==> src/rtl/serial_fa_adder.sv <==
// Bit-serial adder built around a single full-adder cell.
// Operands are accepted on a valid/ready handshake and shifted LSB-first
// through the cell, one bit per clock, with the carry held in a flop.
// The WIDTH-bit sum and carry-out are then offered on an output handshake.

module fa_cell (
    input  logic A,
    input  logic B,
    input  logic Cin,
    output logic S,
    output logic Cout
);
    assign S    = A ^ B ^ Cin;
    assign Cout = (A & B) | (Cin & (A ^ B));
endmodule

module serial_fa_adder #(
    parameter int WIDTH = 8
) (
    input  logic             clk,
    input  logic             rst,
    input  logic             in_valid,
    output logic             in_ready,
    input  logic [WIDTH-1:0] a,
    input  logic [WIDTH-1:0] b,
    input  logic             cin,
    output logic             out_valid,
    input  logic             out_ready,
    output logic [WIDTH-1:0] sum,
    output logic             cout,
    output logic             busy
);
    // count must be able to hold WIDTH itself, hence WIDTH+1
    localparam int CW = $clog2(WIDTH + 1);
    localparam logic [CW-1:0] LAST = CW'(WIDTH - 1);

    typedef enum logic [1:0] {
        ST_IDLE  = 2'd0,
        ST_SHIFT = 2'd1,
        ST_DONE  = 2'd2
    } state_t;

    state_t           state;
    state_t           next_state;
    logic [WIDTH-1:0] ra;
    logic [WIDTH-1:0] rb;
    logic [WIDTH-1:0] sr;
    logic [WIDTH-1:0] sr_shift;
    logic             cy;
    logic [CW-1:0]    count;
    logic             fa_s;
    logic             fa_cout;

    // The one and only adder cell: low bits of the operand shifters plus held carry
    fa_cell u_fa (
        .A    (ra[0]),
        .B    (rb[0]),
        .Cin  (cy),
        .S    (fa_s),
        .Cout (fa_cout)
    );

    // Next-state logic; result leaves DONE only on a real output handshake
    always_comb begin
        next_state = state;
        case (state)
            ST_IDLE: begin
                if (in_valid) begin
                    next_state = ST_SHIFT;
                end else begin
                    next_state = ST_IDLE;
                end
            end
            ST_SHIFT: begin
                if (count == LAST) begin
                    next_state = ST_DONE;
                end else begin
                    next_state = ST_SHIFT;
                end
            end
            ST_DONE: begin
                if (out_valid && out_ready) begin
                    next_state = ST_IDLE;
                end else begin
                    next_state = ST_DONE;
                end
            end
            default: begin
                next_state = ST_IDLE;
            end
        endcase
    end

    // New sum bit enters at the MSB so that after WIDTH shifts bit 0 sits at the LSB
    always_comb begin
        sr_shift            = sr >> 1;
        sr_shift[WIDTH-1]   = fa_s;
    end

    // State register
    always_ff @(posedge clk or posedge rst) begin
        if (rst) begin
            state <= ST_IDLE;
        end else begin
            state <= next_state;
        end
    end

    // Operand capture and serial datapath; inputs are only looked at on acceptance
    always_ff @(posedge clk or posedge rst) begin
        if (rst) begin
            ra    <= {WIDTH{1'b0}};
            rb    <= {WIDTH{1'b0}};
            sr    <= {WIDTH{1'b0}};
            cy    <= 1'b0;
            count <= {CW{1'b0}};
        end else begin
            case (state)
                ST_IDLE: begin
                    if (in_valid) begin
                        ra    <= a;
                        rb    <= b;
                        cy    <= cin;
                        count <= {CW{1'b0}};
                    end
                end
                ST_SHIFT: begin
                    ra    <= ra >> 1;
                    rb    <= rb >> 1;
                    sr    <= sr_shift;
                    cy    <= fa_cout;
                    count <= count + CW'(1);
                end
                default: begin
                    count <= count;
                end
            endcase
        end
    end

    // Registered handshake/status outputs; result is published one cycle into DONE
    always_ff @(posedge clk or posedge rst) begin
        if (rst) begin
            in_ready  <= 1'b1;
            busy      <= 1'b0;
            out_valid <= 1'b0;
            sum       <= {WIDTH{1'b0}};
            cout      <= 1'b0;
        end else begin
            in_ready  <= (next_state == ST_IDLE);
            busy      <= (next_state != ST_IDLE);
            out_valid <= (state == ST_DONE) && !(out_valid && out_ready);
            if (state == ST_DONE) begin
                sum  <= sr;
                cout <= cy;
            end
        end
    end
endmodule

==> config.mk <==
export PLATFORM = sky130hd
export DESIGN_NAME = serial_fa_adder
export DESIGN_NICKNAME = d
export VERILOG_FILES = /design/src/rtl/serial_fa_adder.sv
export SDC_FILE = /design/constraint.sdc
export NUM_CORES = 1
export LEC_CHECK = 0
export ABC_AREA = 1
export BUFFER_PORTS_ARGS = -buffer_cell sky130_fd_sc_hd__buf_2
export CAP_MARGIN = 20
export CORE_UTILIZATION = 30
export DETAILED_ROUTE_END_ITERATION = 7
export MAX_ROUTING_LAYER = met4
export SLEW_MARGIN = 10
export SYNTH_ARGS = -nofsm -noshare
export SYNTH_HDL_FRONTEND = slang
export SYNTH_SLANG_ARGS = --single-unit
==> constraint.sdc <==
create_clock -name clk -period 2.8 [get_ports clk]
set_clock_uncertainty 0.1 [all_clocks]
set_input_delay 0.14 -clock clk [delete_from_list [all_inputs] [get_ports clk]]
set_output_delay 0.14 -clock clk [all_outputs]
set_load 0.05 [all_outputs]
### Yosys cells after proc, flatten, opt, wreduce, memory -nomap -nowiden

Index checks and enable logic that the tools add are counted.

| word-level totals | value |
|---|---|
| register bits | 43 |
| output and inout bits | 12 |
| word-level logic and storage cells | 41 |
| bits of input ports | 21 |

| cells by class | value |
|---|---|
| multiplexer cells | 12 |
| bitwise logic cells | 5 |
| add/sub/neg operators | 1 |
| reductions and logical operators | 8 |
| eq/ne operators | 4 |

Operator list:

| operator | count |
|---|---|
| case mux 8 bit (2 select lines) | 2 |
| 2-to-1 mux 8 bit | 2 |
| case mux 4 bit (2 select lines) | 1 |
| case mux 2 bit (3 select lines) | 1 |
| adder 4 x 1 -> 4 bit (second input constant) | 1 |
| equality test 4 x 3 -> 1 bit (second input constant) | 1 |
| logical NOT 2 bit | 2 |
| 2-to-1 mux 2 bit | 2 |
| 2-to-1 mux 4 bit | 1 |
| nonzero test 2 bit | 2 |
| AND 1 bit | 2 |
| equality test 2 x 1 -> 1 bit (second input constant) | 1 |
| equality test 2 bit (second input constant) | 1 |
| logical AND 1 bit | 2 |
| 2-to-1 mux 1 bit | 2 |
| inequality test 2 bit (second input constant) | 1 |
| case mux 1 bit (2 select lines) | 1 |
| AND reduction 2 bit | 1 |
| XOR 1 bit | 2 |
| logical NOT 1 bit | 1 |
| OR 1 bit | 1 |

### Longest topological paths before layout

| logic depth | value |
|---|---|
| word-level depth | 4 |
| depth in mapped cells | 7 |
| mapped depth without buffers | 6 |

### Modules after synthesis

From an unflattened synthesis, not the netlist that was laid out.

| unflattened totals | value |
|---|---|
| cells, all modules | 209 |
| area, all modules | 1863.0 µm² |

Modules (own cells, without submodules):

| module | times used | area each (µm²) | seq. area each (µm²) | cells each |
|---|---|---|---|---|
| serial_fa_adder | 1 | 1843.0 | 1077.3 | 208 |
| fa_cell | 1 | 20.0 | 0.0 | 1 |

### Least setup slack after synthesis

No wires, ideal clock.

| path | value |
|---|---|
| path kind | reg-to-reg |
| start point | register cy |
| end point | register cy |
| data required time | 2.584 ns |
| library setup time | 0.116 ns |
| buffers on the path | 0 |
| arrival time | 1.002 ns |
| path slack | 1.582 ns |
| stages on the path, launching flop included | 6 |
| clock period less this slack | 1.218 ns |
| cell sequence | dfrtp_1 -> fa_1 -> nand3_1 -> nand2_1 -> nand2_1 -> nand2_1 |

| between the ends | value |
|---|---|
| cells in the longest elaborated chain, start to end | 3 |

Ends and longest elaborated chain:

| what | RTL line | source |
|---|---|---|
| start, declared | 49 | `logic cy;` |
| start signal, assigned | 123 | `cy <= cin;` |
| start signal, assigned | 131 | `cy <= fa_cout;` |
| AND 1 bit | 14 | `assign Cout = (A & B) \| (Cin & (A ^ B));` |
| OR 1 bit | 14 |  |
| case mux 1 bit (2 select lines) | 118 | `case (state)` |

No other way between the ends.
A chain may end at the register's enable or synchronous reset.

### Worst setup path after layout

| path | value |
|---|---|
| start point | register state[0] |
| end point | register count[3] |

| between the ends | value |
|---|---|
| cells in the longest elaborated chain, start to end | 3 |
| elaborated cells between the ends (all ways) | 6 |
| those cells by class | eq/ne: 2; mux: 1; reduce/logical: 3 |

Ends and longest elaborated chain:

| what | RTL line | source |
|---|---|---|
| start, declared | 43 | `state_t state;` |
| start signal, assigned | 105 | `state <= next_state;` |
| equality test 2 x 1 -> 1 bit / logical NOT 2 bit (equally long branches) | 118 |  |
| nonzero test 2 bit (no source line) / inequality test 2 bit (equally long branches) | -- |  |
| AND reduction 2 bit (no source line) | -- |  |
| end signal, assigned | 116 | `count <= {CW{1'b0}};` |
| end signal, assigned | 124 | `count <= {CW{1'b0}};` |
| end signal, assigned | 132 | `count <= count + CW'(1);` |
| end, declared | 50 | `logic [CW-1:0] count;` |

Several ways; a longest one is shown, not always the timed one.

==> qor.csv <==
stage,metric,value,unit
placement,gp_congestion,0.780,
placement,place.port_buffers,32,
job,maxCapViolCount,0,
yosys,syn_area,1910,um2
placement,dpl.cell_count,327,
cells_and_area,diodes,0,
yosys,synth_fp_nets,251,
global_route,grt_max_degree,44,
outcome,status,"finished, final reports clean",
clocking,clk_pin_slew,0.08,ns
yosys,synthCells,228,
cells_and_area,nets,285,
timing,slew-limit-headroom,50.0,%
clocking,root_buffer,clkbuf_8,
yosys,synth.yosys.seq_area_share,56.3,%
setup_path,critical_path_required,2.94,ns
global_route,grt_remaining_overflow,0,
floorplan,die_w,81.9,um
setup_path,path_cells,nand2_2 > inv_1 > nand3_1 > nand2_1,
clocking,cts_buffers,5,
routing,wl_per_cell,11.2,um
timing,period_needed,1.96,ns
setup_path,critical_path_arrival,2.10,ns
timing,drv_slew,0,
setup_path,crit_buf_inv,1,
floorplan,ioPinCount,33,
setup_path,end_kind,flip-flop,
timing,setup_tns,0,ns
global_route,grt_pass1_vias,1434,
floorplan,initial_core_util,31.8,%
floorplan,die-area,6700,um2
clocking,cts_tree,built,
timing,setup-violations-final,0,
pwr,ir_drop,0.484,mV
clocking,insertion_delay,0.30,ns
timing,max_clock_freq,509,MHz
pwr,cellPowerDensity,1080,nW/um2
yosys,avgSynthCellArea,8.40,um2
global_route,globalRouteTotalUtil,13.1,%
timing,tightest_slew,0.750,ns
routing,wirelength,3800,um
yosys,yosys_warnings,0,
timing,post-route-period-util,70.1,%
timing,holdWs,0.0253,ns
clocking,cts_buffer_depth,2,
floorplan,coreArea,6030,um2
cells_and_area,fin_cells,338,
global_route,antenna_found_initial,0,
yosys,yosysTopAreaCell,dfrtp_1,
clocking,cts_max_level,2,
cells_and_area,area_growth,16.1,%
setup_path,max_stage_delay,0.83,ns
placement,detailedPlacementHpwl,2500,um
yosys,synth_seq_cells,43,
clocking,clock_sink_count,43,
yosys,synth.top_cell.area_share,54.9,%
setup_path,critical_path.startpoint_type,flip-flop,
routing,vias,1511,
routing,dr.pass1.iters,4,
global_route,grt_pass1_wl,6350,um
pwr,power_leakage,1.21,nW
setup_path,path_class,flip-flop to flip-flop,
min_path,hp-class,input pin to flip-flop,
floorplan,die_h,81.9,um
clocking,post-cts-setup-buffers,0,
floorplan,row_count,28,
routing,vias_per_cell,4.47,
yosys,ys_top_cells_by_area,"dfrtp_1 (55%), nand2_1 (22%), nand3_1 (5.0%)",
routing,drcViolationCount,0,
timing,rsz0062_at_grt,false,
yosys,synth.distinct_cells,18,
routing,ant_nets,0,
setup_path,worstPathMaxFanout,33,
cells_and_area,fillers,624,
routing,initialDrtViolationCount,120,
setup_path,critPathSlowestCell,dfrtp_1,
timing,finalHoldViolCount,0,
cells_and_area,drive_gt1_share,18.3,%
setup_path,cpLargestDelayFamily,flip-flops,
clocking,ctsResizeCount,0,
## Yosys cell counts (all sizes together)
cell type / number
buf: 10
dfrtp: 42
dfstp: 1
fa: 1
ha: 1
inv: 18
nand2: 112
nand3: 19
nand4: 1
nor2: 1
o21ai: 21
xnor2: 1
## worst paths after layout
kind / to / depth (start not counted) / start / slack [ns]
worst max-delay path: count[3] / 4 / state[0] / 0.84
worst min-delay path: ra[3] / 5 / a[3] / 0.03
worst max register to register: count[3] / 4 / state[0] / 0.84
worst min register to register: cout / 2 / cout / 0.37
max in group asynchronous: rb[4] / 4 / rst / 1.81
min in group asynchronous: busy / 4 / rst / 0.41
## worst reg2reg max path, delay by kind of cell (launching register included)
family	cells	cell delay, ns
buffers and inverters	1	0.28
DFF	1	0.83
and+or+nand+nor	3	0.70
## per-layer routing
metal | vias to the layer above | wire [um] | track usage, %
li1 | 771 | - | -
met1 | 693 | 1920 | 16.7
met2 | 40 | 1630 | 19.8
met3 | 7 | 188 | 3.33
met4 | 0 | 53 | 5.26
met5 | - | 0 | -
## metrics by stage
| stage | worst slack, ns | util (%) | power (mW) | area [um2] |
|---|---|---|---|---|
| final | 0.837 | 36.9 | 2.40 | 2220 |
| after global routing | 0.680 | 36.9 | 2.62 | 2220 |
| after CTS | 0.855 | 36.9 | 2.43 | 2220 |
| after detailed placement | 0.871 | 35.0 | 2.03 | 2110 |
| after global placement | 0.882 | 35.0 | 2.00 | 2110 |
| after floorplan | 1.56 | - | 1.84 | 1910 |
## cell usage in the layout (no fill, tap or decap), drive strengths merged
cell         Yosys  routed
dlygate4sd3      0       3
nand3           19      19
o21ai           21      21
fa               1       1
clkbuf           0       6
dfrtp           42      42
dfstp            1       1
xnor2            1       1
nand2          112     112
clkinvlp         0       1
clkinv           0       1
nand4            1       1
buf             10      34
nor2             1       1
ha               1       1
inv             18      18
## repair_timing
item | in CTS | in global routing
endpoints found under the hold margin | 44 | 0
setup endpoints to repair | 0 | 0
hold buffers | 3 | 0
## cell type report
cell class	instances	area (um2)	share of cell area, %
Clock buffer	6	72.6	3.27
Inverter	18	67.6	3.04
Timing Repair Buffer	37	205	9.23
Sequential cell	43	1080	48.5
Tap cell	75	93.8	4.22
Clock inverter	2	12.5	0.563
Multi-Input combinational cell	157	693	31.2
## state kept, by name, indices dropped and copies added, names as in the netlist
signal,flops
busy,1
count,4
cout,1
cy,1
in_ready,1
out_valid,1
ra,8
rb,8
sr,8
state,2
sum,8
## cells by family (layout without fill, tap and decap cells)
| kind of cell | count (synthesis) | after routing | share of synthesized area [%] |
|---|---|---|---|
| AOI/OAI and AO/OA | 21 | 21 | 6.08 |
| xor gates and xnor gates | 1 | 1 | 0.458 |
| adders and majority gates | 2 | 2 | 1.70 |
| buffers and inverters | 28 | 63 | 7.52 |
| DFF | 43 | 43 | 56.3 |
| and+or+nand+nor | 133 | 133 | 28.0 |
## where the power goes
part	total (mW)	leakage (nW)	switching (mW)	internal (mW)
sequential	1.04	0.551	0.175	0.869
clock	0.391	0.0412	0.217	0.175
combinational	0.967	0.621	0.673	0.294
Power figures use the tool's default switching activity.
